--- config.mk ---
export PLATFORM = sky130hd
export DESIGN_NAME = axe_clk_burst_gen
export DESIGN_NICKNAME = d
export VERILOG_FILES = /design/src/rtl/axe_clk_burst_gen.sv
export SDC_FILE = /design/constraint.sdc
export NUM_CORES = 1
export LEC_CHECK = 0
export ABC_AREA = 1
export CORE_MARGIN = 4
export CORE_UTILIZATION = 40
export CTS_BUF_LIST = sky130_fd_sc_hd__clkbuf_4 sky130_fd_sc_hd__clkbuf_8
export CTS_CLUSTER_DIAMETER = 80
export DETAILED_ROUTE_END_ITERATION = 10
export GPL_TIMING_DRIVEN = 0
export RECOVER_POWER = 50
export SLEW_MARGIN = 30
export SYNTH_ARGS = -nofsm -noshare
export SYNTH_HDL_FRONTEND = slang
export SYNTH_SLANG_ARGS = --single-unit
--- constraint.sdc ---
create_clock -name clk -period 2.8 [get_ports clk]
set_clock_uncertainty 0.15 [all_clocks]
set_input_delay 0.56 -clock clk [delete_from_list [all_inputs] [get_ports clk]]
set_output_delay 0.56 -clock clk [all_outputs]
set_load 0.01 [all_outputs]
--- src/rtl/axe_clk_burst_gen.sv ---
// axe_clk_burst_gen: programmable high/low divided-clock generator, burst or free-run
module axe_clk_burst_gen #(
  parameter int CNT_W   = 16,
  parameter int BURST_W = 16
) (
  input  logic               clk,
  input  logic               rst,
  input  logic [CNT_W-1:0]   cfg_high,
  input  logic [CNT_W-1:0]   cfg_low,
  input  logic [BURST_W-1:0] start_burst,
  input  logic               start_valid,
  output logic               start_ready,
  input  logic               stop_req,
  output logic               div_clk_o,
  output logic               rise_pulse,
  output logic               fall_pulse,
  output logic               done_pulse,
  output logic               busy,
  output logic [BURST_W-1:0] periods_done
);
  typedef enum logic [1:0] {IDLE, HIGH, LOW} state_t;
  state_t             state;
  logic [CNT_W-1:0]   h_len, l_len, cnt;
  logic [BURST_W-1:0] n_len;
  logic               stop_f;
  logic               last_period;
  assign start_ready = state == IDLE;
  // a live stop_req in the final LOW cycle still counts, so it is folded in with the sticky flag
  assign last_period = stop_f | stop_req | (n_len != '0 && periods_done == n_len - 1'b1);
  // phase sequencer: every output except start_ready is registered here
  always_ff @(posedge clk or posedge rst) begin
    if (rst) begin
      state        <= IDLE;
      h_len        <= '0;
      l_len        <= '0;
      n_len        <= '0;
      cnt          <= '0;
      stop_f       <= 1'b0;
      div_clk_o    <= 1'b0;
      rise_pulse   <= 1'b0;
      fall_pulse   <= 1'b0;
      done_pulse   <= 1'b0;
      busy         <= 1'b0;
      periods_done <= '0;
    end else begin
      rise_pulse <= 1'b0;
      fall_pulse <= 1'b0;
      done_pulse <= 1'b0;
      case (state)
        IDLE: if (start_valid) begin
          h_len        <= cfg_high == '0 ? CNT_W'(1) : cfg_high;
          l_len        <= cfg_low == '0 ? CNT_W'(1) : cfg_low;
          n_len        <= start_burst;
          periods_done <= '0;
          stop_f       <= 1'b0;
          cnt          <= CNT_W'(1);
          state        <= HIGH;
          div_clk_o    <= 1'b1;
          rise_pulse   <= 1'b1;
          busy         <= 1'b1;
        end
        HIGH: begin
          stop_f <= stop_f | stop_req;
          if (cnt == h_len) begin
            cnt        <= CNT_W'(1);
            state      <= LOW;
            div_clk_o  <= 1'b0;
            fall_pulse <= 1'b1;
          end else
            cnt <= cnt + 1'b1;
        end
        LOW: begin
          stop_f <= stop_f | stop_req;
          if (cnt == l_len) begin
            if (periods_done != '1)
              periods_done <= periods_done + 1'b1;
            cnt <= CNT_W'(1);
            if (last_period) begin
              state      <= IDLE;
              done_pulse <= 1'b1;
              busy       <= 1'b0;
            end else begin
              state      <= HIGH;
              div_clk_o  <= 1'b1;
              rise_pulse <= 1'b1;
            end
          end else
            cnt <= cnt + 1'b1;
        end
        default: state <= IDLE;
      endcase
    end
  end
endmodule

==> results by stage <==
GRT:
- For this run, global-route usage on met2 was measured as 0.3430.
- The initial antenna violation count is 0.
- The first global-routing pass estimated 23190 um of wire.
- In the global route stage, met1 resource usage came out at 0.2529.
- For met3 alone, demand over resource in global routing was 0.05128.
- The number of global-route vias before repair is 4615.
- Global routing finished with a remaining overflow of 0.
- The global routing stage identified its most utilized layer as met2.
- The largest net degree at the start of global routing is 29.
- In the global route stage, overall resource usage came out at 0.2013.

Setup path:
- The worst setup path is captured at an output pin.
- In this design, the stage delay of the slowest critical-path cell is 0.58 ns.
- The cell with the biggest individual delay on the critical path is clkdlybuf4s50_1.
- The cell depth of the worst flop-to-flop path is 7.
- The peak fanout along the critical path is 5.
- The worst setup path is launched from a flop.
- In this run the critical register-to-register path is launched from state[0]$_DFFE_PP0P_.
- For flop-to-flop paths, the worst setup slack is 0.37 ns.
- The cell family contributing the most delay on the critical path is buffers and inverters.
- The critical path is of the flop to output pin type.
- STA puts the critical path data required time at 2.09 ns.
- The total buffers and inverters traversed by the critical path is 2.
- Walking the worst path, the cells encountered are inv_1 > ha_1 > clkdlybuf4s50_1.
- The worst register-to-register path ends at l_len[12]$_DFFE_PP0P_.
- The endpoint arrival time on the critical path is 1.77 ns.

Timing:
- The fraction of the cycle the final worst path needs is 0.8853.
- The post-route minimum period is 2.479 ns.
- At the pin with the least slew margin, the transition time is 1.289 ns.
- The final max-slew violation count is 0.
- Setup violations remaining at the end of the flow were counted as 0.
- The maximum clock frequency is 0.4034 GHz.
- The final hold violation count is 0.
- Setup repair after global routing left no endpoint under its margin.
- The normalized max-slew margin is 0.1393.
- In the final timing run, aggregate negative setup slack is 0 ns.

Logic synthesis:
- The Yosys step of the flow raised 0 warnings.
- The register bit count reported by yosys is 88.
- The synthesized instance count is 684.
- The net count after synthesis is 743.
- A synthesized cell averages 7.533 um2.
- Of all flip-flops after synthesis, the portion carrying an async set or reset was 1.000.
- Counting instances in the post-synthesis netlist gives the leading cell types as nand2_1, dfrtp_1, nor2_1.
- The number of different library cells used by synthesis comes to 38.
- For this run, the leading register cell type out of synthesis is dfrtp_1.
- The synthesized design contains 0 enable-type register cells.
- Of the synthesized area, sequential elements account for 0.4274.
- The most instantiated library cell after synthesis is nand2_1.
- By area the synthesized netlist is led by dfrtp_1, nand2_1, xnor2_1.
- The area share of the largest cell type after synthesis is 0.4274.
- The area of the mapped netlist is 5152 um2.
- The largest total area in the synthesized netlist belongs to dfrtp_1.

Clocking:
- The total CTS buffers is 9.
- The clock transition time at the flip-flop clock pins of the worst setup and hold paths is 0.09 ns.
- The clock net in this run drives a total of 88 sinks.
- After clock tree synthesis, the flow added hold-fix buffers numbering 0.
- TritonCTS built the clock tree.
- The longest clock path from root to sink contains 2 buffers.
- The insertion delay to the later sink of the worst-skew pair is 0.38 ns.
- The H-tree was split into 3 levels.
- In this run the post-CTS setup repair buffer count came out at 0.
- The CTS root buffer is clkbuf_8.
- The number of gates resized after CTS is 0.

Placed design:
- Detailed placement ended at an HPWL of 10980 um.
- The placed instances occupy a cell area of 6162 um2.
- The port buffer count is 73.
- Routability-driven placement finished with a final weighted congestion of 0.8793.

Job:
- Across the run, the number of max-cap violations was 0.

Die:
- The area inside the core boundary is 12620 um2.
- The die is 121.5 um wide.
- The initial cell density of the core is 0.4083.
- The die is 121.5 um tall.
- In this run the count of I/O pins placed on the die edge is 74.
- The total die area is 14760 um2.
- The count of standard-cell rows is 41.

Layout:
- The multi-input combinational cells in the finished layout cover a total of 2636 um2.
- The filler cells instantiated in the layout total 1297.
- The repair_antennas step left the layout with diodes totalling 0.
- The area occupied by registers is 2202 um2.
- In the final design database the tool counted 830 nets.
- Summing all non-filler instances in the final layout gives an area of 6340 um2.
- Relative to the synthesized area, the layout overhead comes to 23.05%.
- Of the cells placed in the final design, the portion with a size suffix greater than 1 is 0.06701.

Route:
- The pre-antenna-repair detailed-routing pass consisted of 4 iterations.
- The residual antenna-violating net count after detailed routing is 0.
- The number of DRC markers in iteration 0 is 374.
- The routed wire length per instance is 14.64 um.
- The detailed-route vias per instance is 4.974.
- The detailed-route via count is 4715.
- The overall routed net length is 13880 um.
- For this run, design rule violations remaining after detail routing come to 0.

Power and ir drop:
- The power density relative to cell area is 842.7 nW/um2.
- For this design the static power due to leakage is 2.843 nW.
- The final total power is 5.343 mW.
- The maximum VDD drop is 406.7 uV.

Worst hold path:
- The min-delay analysis places its worst path in the category flop to flop.
- The cell count of the worst hold path is 2.
- The startpoint of the lowest-slack hold path is busy$_DFFE_PP0P_.
- The worst hold path terminates at busy$_DFFE_PP0P_.

Run status:
- The flow ran to the end, and the final reports show no timing, DRC or antenna violations.
cell usage in the layout (no fill, tap or decap), types with 3 or more instances in the layout:
cell,count
nor4_1,11
nor2_1,68
ha_1,7
o21ai_0,30
o22ai_1,3
xnor2_1,34
dfrtp_1,88
nor2_2,3
inv_2,5
nor3b_1,3
clkdlybuf4s50_1,67
buf_2,7
nor3_1,12
nand2_1,246
nand3_1,29
a21oi_1,11
clkbuf_1,12
xor2_1,16
o21ai_1,4
nand4_1,13
inv_1,50
o31ai_2,8
dlygate4sd3_1,6
clkbuf_8,9
cell families after synthesis:
family	share of synthesized area
simple gates	0.3232
flops	0.4274
buf+inv	0.06095
compound gates	0.08645
xor+xnor	0.08499
fa+ha+maj	0.01700
report_power, final:
group          switching (mW)  internal (mW)  total (mW)  leakage, nW
Clock                   0.461          0.433       0.893        0.104
Combinational            1.49          0.931        2.42         1.60
Sequential              0.361           1.67        2.03         1.14
metal layers:
metal	part of all wire	up-vias
li1	-	2365
met1	0.43	2240
met2	0.50	96
met3	0.052	14
met4	0.017	0
met5	0	-
state kept, by name, indices dropped and copies added (netlist names):
| register | cells |
|---|---|
| l_len | 16 |
| busy | 1 |
| h_len | 16 |
| n_len | 16 |
| done_pulse | 1 |
| div_clk_o | 1 |
| fall_pulse | 1 |
| rise_pulse | 1 |
| cnt | 16 |
| periods_done | 16 |
| stop_f | 1 |
| state | 2 |
worst reg2reg max path, stage by stage (launching register included):
cell      delay [ns]
dfrtp_1         0.41
inv_1           0.08
ha_1            0.28
nand2_1         0.40
clkinv_1        0.39
clkbuf_1        0.35
nand2_1         0.13
o21ai_0         0.09
cell type report:
| cell class | count | area share |
|---|---|---|
| plain buffers | 21 | 0.01559 |
| clock buffers | 11 | 0.02191 |
| clock inverters | 5 | 0.009078 |
| inverters | 57 | 0.03395 |
| multi-input cells | 518 | 0.4158 |
| flip-flops and latches | 88 | 0.3473 |
| well taps | 172 | 0.03395 |
| repair buffers | 76 | 0.1224 |
worst max-delay path by stage:
stage	startpoint	depth (start not counted)	end
6_report	state[0]$_DFFE_PP0P_	3	start_ready
5_1_grt	rst	3	n_len[4]$_DFFE_PP0P_
4_1_cts	state[0]$_DFFE_PP0P_	3	start_ready
3_5_place_dp	start_valid	13	cnt[13]$_DFFE_PP0P_
3_3_place_gp	rst	2	h_len[5]$_DFFE_PP0P_
2_1_floorplan	state[0]$_DFFE_PP0P_	10	cnt[14]$_DFFE_PP0P_
stage by stage:
stage / utilization / setup slack, ns / std cells / hold slack, ns
2_1_floorplan: - / 0.7495 / 684 / 0.3192
3_3_place_gp: 0.4835 / 0.04154 / 929 / 0.3109
3_5_place_dp: 0.4883 / 0.04889 / 932 / 0.3126
4_1_cts: 0.5039 / 0.2921 / 948 / 0.3342
5_1_grt: 0.5024 / 0.09231 / 948 / 0.3495
6_report: 0.5024 / 0.3211 / 948 / 0.3243
Power figures use the tool's default switching activity.
